`src/rtl/npu_core_ctrl.sv`:
```
// -----------------------------------------------------------------------------
// npu_core_ctrl
//
// Job sequencer for the NPU systolic core. A job produces cfg_pixels output
// pixels, each accumulated over cfg_ic_passes operand beats. The controller
// accepts beats from the operand buffers, marks the first pass of each pixel
// as bias-carrying, and sends "first pass" / "last pass" tags down delay lines
// that line up with the array latency. The delayed tags then strobe the
// accumulator load (adder_rst) and flag finished pixels (out_valid).
//
// Ports
//   clk, rstn            clock, asynchronous active-low reset
//   start, abort         job launch (IDLE only) / synchronous cancel
//   cfg_ic_passes        beats per pixel (0 is treated as 1), latched on start
//   cfg_pixels           pixels per job, latched on start
//   cfg_scale            output right-shift, latched on start
//   src_valid/src_ready  operand beat handshake (beat = valid & ready)
//   npu_data_valid       operands live this cycle
//   npu_bias_en          bias live this cycle (first pass of a pixel)
//   npu_scale            latched scale for the job
//   adder_rst            accumulator load strobe, all lanes identical
//   out_valid            finished pixel at the NPU output
//   out_pixel_idx        index of that pixel
//   busy, done           not-IDLE flag / one-cycle completion pulse
// -----------------------------------------------------------------------------
module npu_core_ctrl #(
    parameter int NPU_OUT_NUM   = 18,
    parameter int ARRAY_LATENCY = 11,
    parameter int POST_LATENCY  = 4
) (
    input  logic                   clk,
    input  logic                   rstn,
    input  logic                   start,
    input  logic                   abort,
    input  logic [7:0]             cfg_ic_passes,
    input  logic [15:0]            cfg_pixels,
    input  logic [3:0]             cfg_scale,
    input  logic                   src_valid,
    output logic                   src_ready,
    output logic                   npu_data_valid,
    output logic                   npu_bias_en,
    output logic [3:0]             npu_scale,
    output logic [NPU_OUT_NUM-1:0] adder_rst,
    output logic                   out_valid,
    output logic [15:0]            out_pixel_idx,
    output logic                   busy,
    output logic                   done
);

    localparam int OUT_LATENCY = ARRAY_LATENCY + POST_LATENCY;

    typedef enum logic [1:0] {
        IDLE  = 2'd0,
        RUN   = 2'd1,
        DRAIN = 2'd2,
        DONE  = 2'd3
    } state_t;

    state_t state_q, state_d;

    // Latched job configuration; passes_q already holds the effective count.
    logic [7:0]  passes_q;
    logic [15:0] pixels_q;
    logic [3:0]  scale_q;

    logic [7:0]  pass_cnt_q;
    logic [15:0] pix_cnt_q;

    logic beat;
    logic first_pass;
    logic last_pass;
    logic last_pix;
    logic start_acc;

    // Tag delay lines: bit 0 is the tag of the beat one cycle ago.
    logic [ARRAY_LATENCY-1:0] rst_line_q;
    logic [OUT_LATENCY-1:0]   ov_line_q;
    logic [OUT_LATENCY-1:0]   fin_line_q;

    assign start_acc  = (state_q == IDLE) && start && !abort;
    assign src_ready  = (state_q == RUN);
    assign beat       = src_valid & src_ready;
    assign first_pass = (pass_cnt_q == 8'd0);
    assign last_pass  = (pass_cnt_q == passes_q - 8'd1);
    assign last_pix   = (pix_cnt_q == pixels_q - 16'd1);

    // ---------------- FSM ----------------
    always_ff @(posedge clk or negedge rstn) begin
        if (!rstn) begin
            state_q <= IDLE;
        end else begin
            state_q <= state_d;
        end
    end

    always_comb begin
        state_d = state_q;
        case (state_q)
            IDLE:    if (start) state_d = (cfg_pixels == 16'd0) ? DONE : RUN;
            RUN:     if (beat && last_pass && last_pix) state_d = DRAIN;
            // fin_line_q marks the out_valid belonging to the job's last pixel
            DRAIN:   if (out_valid && fin_line_q[OUT_LATENCY-1]) state_d = DONE;
            DONE:    state_d = IDLE;
            default: state_d = IDLE;
        endcase
        if (abort) begin
            state_d = IDLE;
        end
    end

    // ---------------- config latch and pass/pixel counters ----------------
    always_ff @(posedge clk or negedge rstn) begin
        if (!rstn) begin
            passes_q   <= '0;
            pixels_q   <= '0;
            scale_q    <= '0;
            pass_cnt_q <= '0;
            pix_cnt_q  <= '0;
        end else if (abort) begin
            pass_cnt_q <= '0;
            pix_cnt_q  <= '0;
        end else if (start_acc) begin
            passes_q   <= (cfg_ic_passes == 8'd0) ? 8'd1 : cfg_ic_passes;
            pixels_q   <= cfg_pixels;
            scale_q    <= cfg_scale;
            pass_cnt_q <= '0;
            pix_cnt_q  <= '0;
        end else if (beat) begin
            if (last_pass) begin
                pass_cnt_q <= '0;
                pix_cnt_q  <= pix_cnt_q + 16'd1;
            end else begin
                pass_cnt_q <= pass_cnt_q + 8'd1;
            end
        end
    end

    // ---------------- tag delay lines ----------------
    // Each beat pushes its own tags, so overlapping pixels never interfere.
    always_ff @(posedge clk or negedge rstn) begin
        if (!rstn) begin
            rst_line_q <= '0;
            ov_line_q  <= '0;
            fin_line_q <= '0;
        end else if (abort) begin
            rst_line_q <= '0;
            ov_line_q  <= '0;
            fin_line_q <= '0;
        end else begin
            rst_line_q <= {rst_line_q[ARRAY_LATENCY-2:0], beat & first_pass};
            ov_line_q  <= {ov_line_q[OUT_LATENCY-2:0], beat & last_pass};
            fin_line_q <= {fin_line_q[OUT_LATENCY-2:0], beat & last_pass & last_pix};
        end
    end

    // Pixel index travels alongside the out_valid tag, one register per stage.
    genvar gi;
    generate
        for (gi = 0; gi < OUT_LATENCY; gi++) begin : g_idx
            logic [15:0] idx_q;
            if (gi == 0) begin : g_head
                always_ff @(posedge clk or negedge rstn) begin
                    if (!rstn) begin
                        idx_q <= '0;
                    end else if (abort) begin
                        idx_q <= '0;
                    end else begin
                        idx_q <= pix_cnt_q;
                    end
                end
            end else begin : g_tail
                always_ff @(posedge clk or negedge rstn) begin
                    if (!rstn) begin
                        idx_q <= '0;
                    end else if (abort) begin
                        idx_q <= '0;
                    end else begin
                        idx_q <= g_idx[gi-1].idx_q;
                    end
                end
            end
        end
    endgenerate

    // ---------------- outputs ----------------
    assign npu_data_valid = beat;
    assign npu_bias_en    = beat & first_pass;
    assign npu_scale      = scale_q;
    assign adder_rst      = {NPU_OUT_NUM{rst_line_q[ARRAY_LATENCY-1]}};
    assign out_valid      = ov_line_q[OUT_LATENCY-1];
    assign out_pixel_idx  = g_idx[OUT_LATENCY-1].idx_q;
    assign busy           = (state_q != IDLE);
    assign done           = (state_q == DONE);

endmodule

```
`config.mk`:
```
export PLATFORM = sky130hd
export DESIGN_NAME = npu_core_ctrl
export DESIGN_NICKNAME = d
export VERILOG_FILES = /design/src/rtl/npu_core_ctrl.sv
export SDC_FILE = /design/constraint.sdc
export NUM_CORES = 1
export LEC_CHECK = 0
export CORE_UTILIZATION = 59
export CTS_CLUSTER_SIZE = 10
export DETAILED_ROUTE_END_ITERATION = 8
export PLACE_DENSITY = 0.87
export SYNTH_ARGS = -nofsm -noshare
export SYNTH_HDL_FRONTEND = slang
export SYNTH_SLANG_ARGS = --single-unit
```
`constraint.sdc`:
```
create_clock -name clk -period 3.8 [get_ports clk]
set_input_delay 0.76 -clock clk [delete_from_list [all_inputs] [get_ports clk]]
set_output_delay 0.76 -clock clk [all_outputs]
set_load 0.03 [all_outputs]
```
==> impl_metrics.tcl <==
set metrics [dict create \
    status "finished, final reports clean" \
    min_period_ps 3510 \
    r2r_slack_ps 620 \
    synth_sequential_area_ratio 0.671 \
    tns_ps 0 \
    synth-seq-cells 335 \
    initial_core_util 0.610 \
    syn_area_um2 12500 \
    ctsLongestPathBuffers 3 \
    r2r-start "passes_q[2]" \
    track_usage 0.218 \
    final.setup_skew_ps 17.7 \
    synth_top_flop_cell "dfrtp_1" \
    worstSetupPathType "flip-flop to primary output" \
    post_dp_cell_area_um2 13300 \
    cp_slowest_cell "clkdlybuf4s50_1" \
    hpwlAfterDp_um 12200 \
    dr.pass1.iters 4 \
    viasPerCell 5.32 \
    first_global_vias 7483 \
    synth_enable_flop_cells 0 \
    drt-wirelength-per-cell_um 16.7 \
    ant_nets 0 \
    cp-start-kind "flip-flop" \
    fmax_ghz 0.285 \
    grt_pass1_wl_um 37200 \
    final_layout_size_suffix_gt1_frac 0.0957 \
    drc 0 \
    place_congestion 0.843 \
    power_leakage_nw 6.76 \
    rsz0062_at_grt "no" \
    peakVddDrop_mv 0.462 \
    antenna_found_initial 0 \
    worst_slack_ps 290 \
    pre_cts_ws_ps 383 \
    cts.clk_slew.worst_paths_ps 50 \
    die_area_um2 21800 \
    cts_buffers 39 \
    cts_tree "built" \
    finalHoldViolCount 0 \
    synth_cells 971 \
    cts_setup_buffers 0 \
    pin_count 77 \
    cts-resized-gates 0 \
    num_vias 6947 \
    crit_chain "inv_1 -> ha_1 -> nand2_1 -> clkinv_1 -> nand4_1 -> nor4_1 -> clkdlybuf4s50_1" \
    fp.dieW_um 148 \
    required_ps 3040 \
    final_common_cell "dfrtp_1" \
    yosysUniqueCellTypes 64 \
    finalPower_mw 8.42 \
    cts_max_level 2 \
    slew_viol_final 0 \
    num_rows 52 \
    syn-mean-instance-area_um2 12.9 \
    critPathMaxFanout 10 \
    critPathArrivalTime_ps 2750 \
    syn-num-nets 1013 \
    whs_ps 247 \
    clk_latency_ps 530 \
    grt_max_degree 99 \
    cts_hold_buf 0 \
    tightestPinTransition_ps 1010 \
    slowest_delay_ps 750 \
    io_buffers 76 \
    p_per_area_nw_per_um2 585 \
    grt-ovfl-total 0 \
    yosys_warnings 0 \
    syn_to_final_growth_pct 15.1 \
    crit_path_end_kind "primary output" \
    cap_violations 0 \
    cts_root_buf "clkbuf_16" \
    first_iter_violations 356 \
    routed_wl_um 21800 \
    dieHeight_um 148 \
    final_nets 1073 \
    cts.sinks 335 \
    reg2reg_depth 7 \
    r2r_end "pix_cnt_q[15]" \
    mostFrequentLayoutCells "335 x dfrtp_1, 278 x nor2b_1, 74 x clkdlybuf4s50_1, 39 x clkbuf_16, 27 x mux2_2" \
    final_cell_area_um2 14400 \
    hp-class "input port to asynchronous set/reset pin" \
    slew_headroom 0.318 \
    final-setup-viol-count 0 \
    core_area_um2 20500 \
    timing.final.crit_share 0.924 \
    synthArstFlopShare 1.00 \
    diodes 0 \
]
area by class of cell:
type | instances | area (um2)
inverters | 19 | 71.3
repair buffers | 85 | 850
clock buffers | 42 | 1010
fillers | 1375 | 6110
well taps | 270 | 338
flip-flops and latches | 335 | 8380
clock inverters | 3 | 55.1
multi-input cells | 551 | 3680
sequential cells by signal (all words and copies together), names as in the netlist, 4 cells and up:
register	flops
out_pixel_idx	16
npu_scale	4
rst_line_q	11
pass_cnt_q	8
fin_line_q	15
pixels_q	16
g_idx.idx_q	224
pix_cnt_q	16
passes_q	8
ov_line_q	15
metal layers:
metal | share of wire | global-route usage | routed length, um | up-vias
met5 | 0 | 0 | 0 | -
met1 | 0.39 | 0.267 | 8570 | 3498
met4 | 0.024 | 0.0763 | 518 | 0
met2 | 0.54 | 0.394 | 11800 | 178
li1 | - | - | - | 3227
met3 | 0.042 | 0.0340 | 917 | 44
cell usage after synthesis, drive strengths merged, types with 2 or more instances:
cell type	n	area, um2
o211ai	2	15.0
and3	3	20.0
a31oi	2	12.5
ha	9	113
nor4	11	68.8
a211oi	4	30.0
a41oi	2	17.5
or3b	2	17.5
mux2	28	319
clkbuf	42	178
a21oi	19	95.1
nand4	7	50.1
or2	4	25.0
or4	4	38.8
inv	18	67.6
buf	23	174
nand2	19	71.3
nor3	9	50.1
o2111ai	3	32.5
and4	2	17.5
or3	20	130
xnor2	17	149
nand3b	4	30.0
and2	2	12.5
nand3	12	60.1
dfrtp	335	8380
xor2	16	140
nor2b	278	1740
nand2b	2	12.5
o21ai	25	125
mux2i	4	40.0
nor2	24	90.1
cell families after synthesis:
family	Yosys count	synth area share
AO/OA/AOI/OAI	67	0.0342
XOR/XNOR	33	0.0231
adder cells (fa/ha/maj)	10	0.00981
buffers and inverters	85	0.0347
flip-flops	335	0.671
multiplexers	32	0.0287
AND/OR/NAND/NOR	409	0.199
worst max-delay path: cells and delay by family, from the launching register on:
kind	cells	cell delay, ps
flip-flops	1	420
adder cells (fa/ha/maj)	1	230
buffers and inverters	3	1050
AND/OR/NAND/NOR	3	520
power by group:
group	internal, mW	switching [mW]
Clock	1.87	1.31
Sequential	3.74	0.244
Combinational	0.573	0.682
Total	6.18	2.24
stage by stage:
| stage | instances | utilization |
|---|---|---|
| finish | 1305 | 0.702 |
| global route | 1305 | 0.702 |
| CTS | 1305 | 0.702 |
| detailed placement | 1260 | 0.650 |
| global placement | 1260 | 0.650 |
| floorplan | 971 | - |
how the worst max path moves through the flow:
stage,start,to,slack [ps],cells after the start
finish,state_q[1],npu_bias_en,290,7
global route,state_q[1],npu_bias_en,140,7
CTS,state_q[1],npu_bias_en,320,7
detailed placement,src_valid,npu_bias_en,380,6
global placement,src_valid,npu_bias_en,460,6
floorplan,state_q[1],npu_bias_en,730,6
No activity file was read; power rests on OpenSTA's default activity.
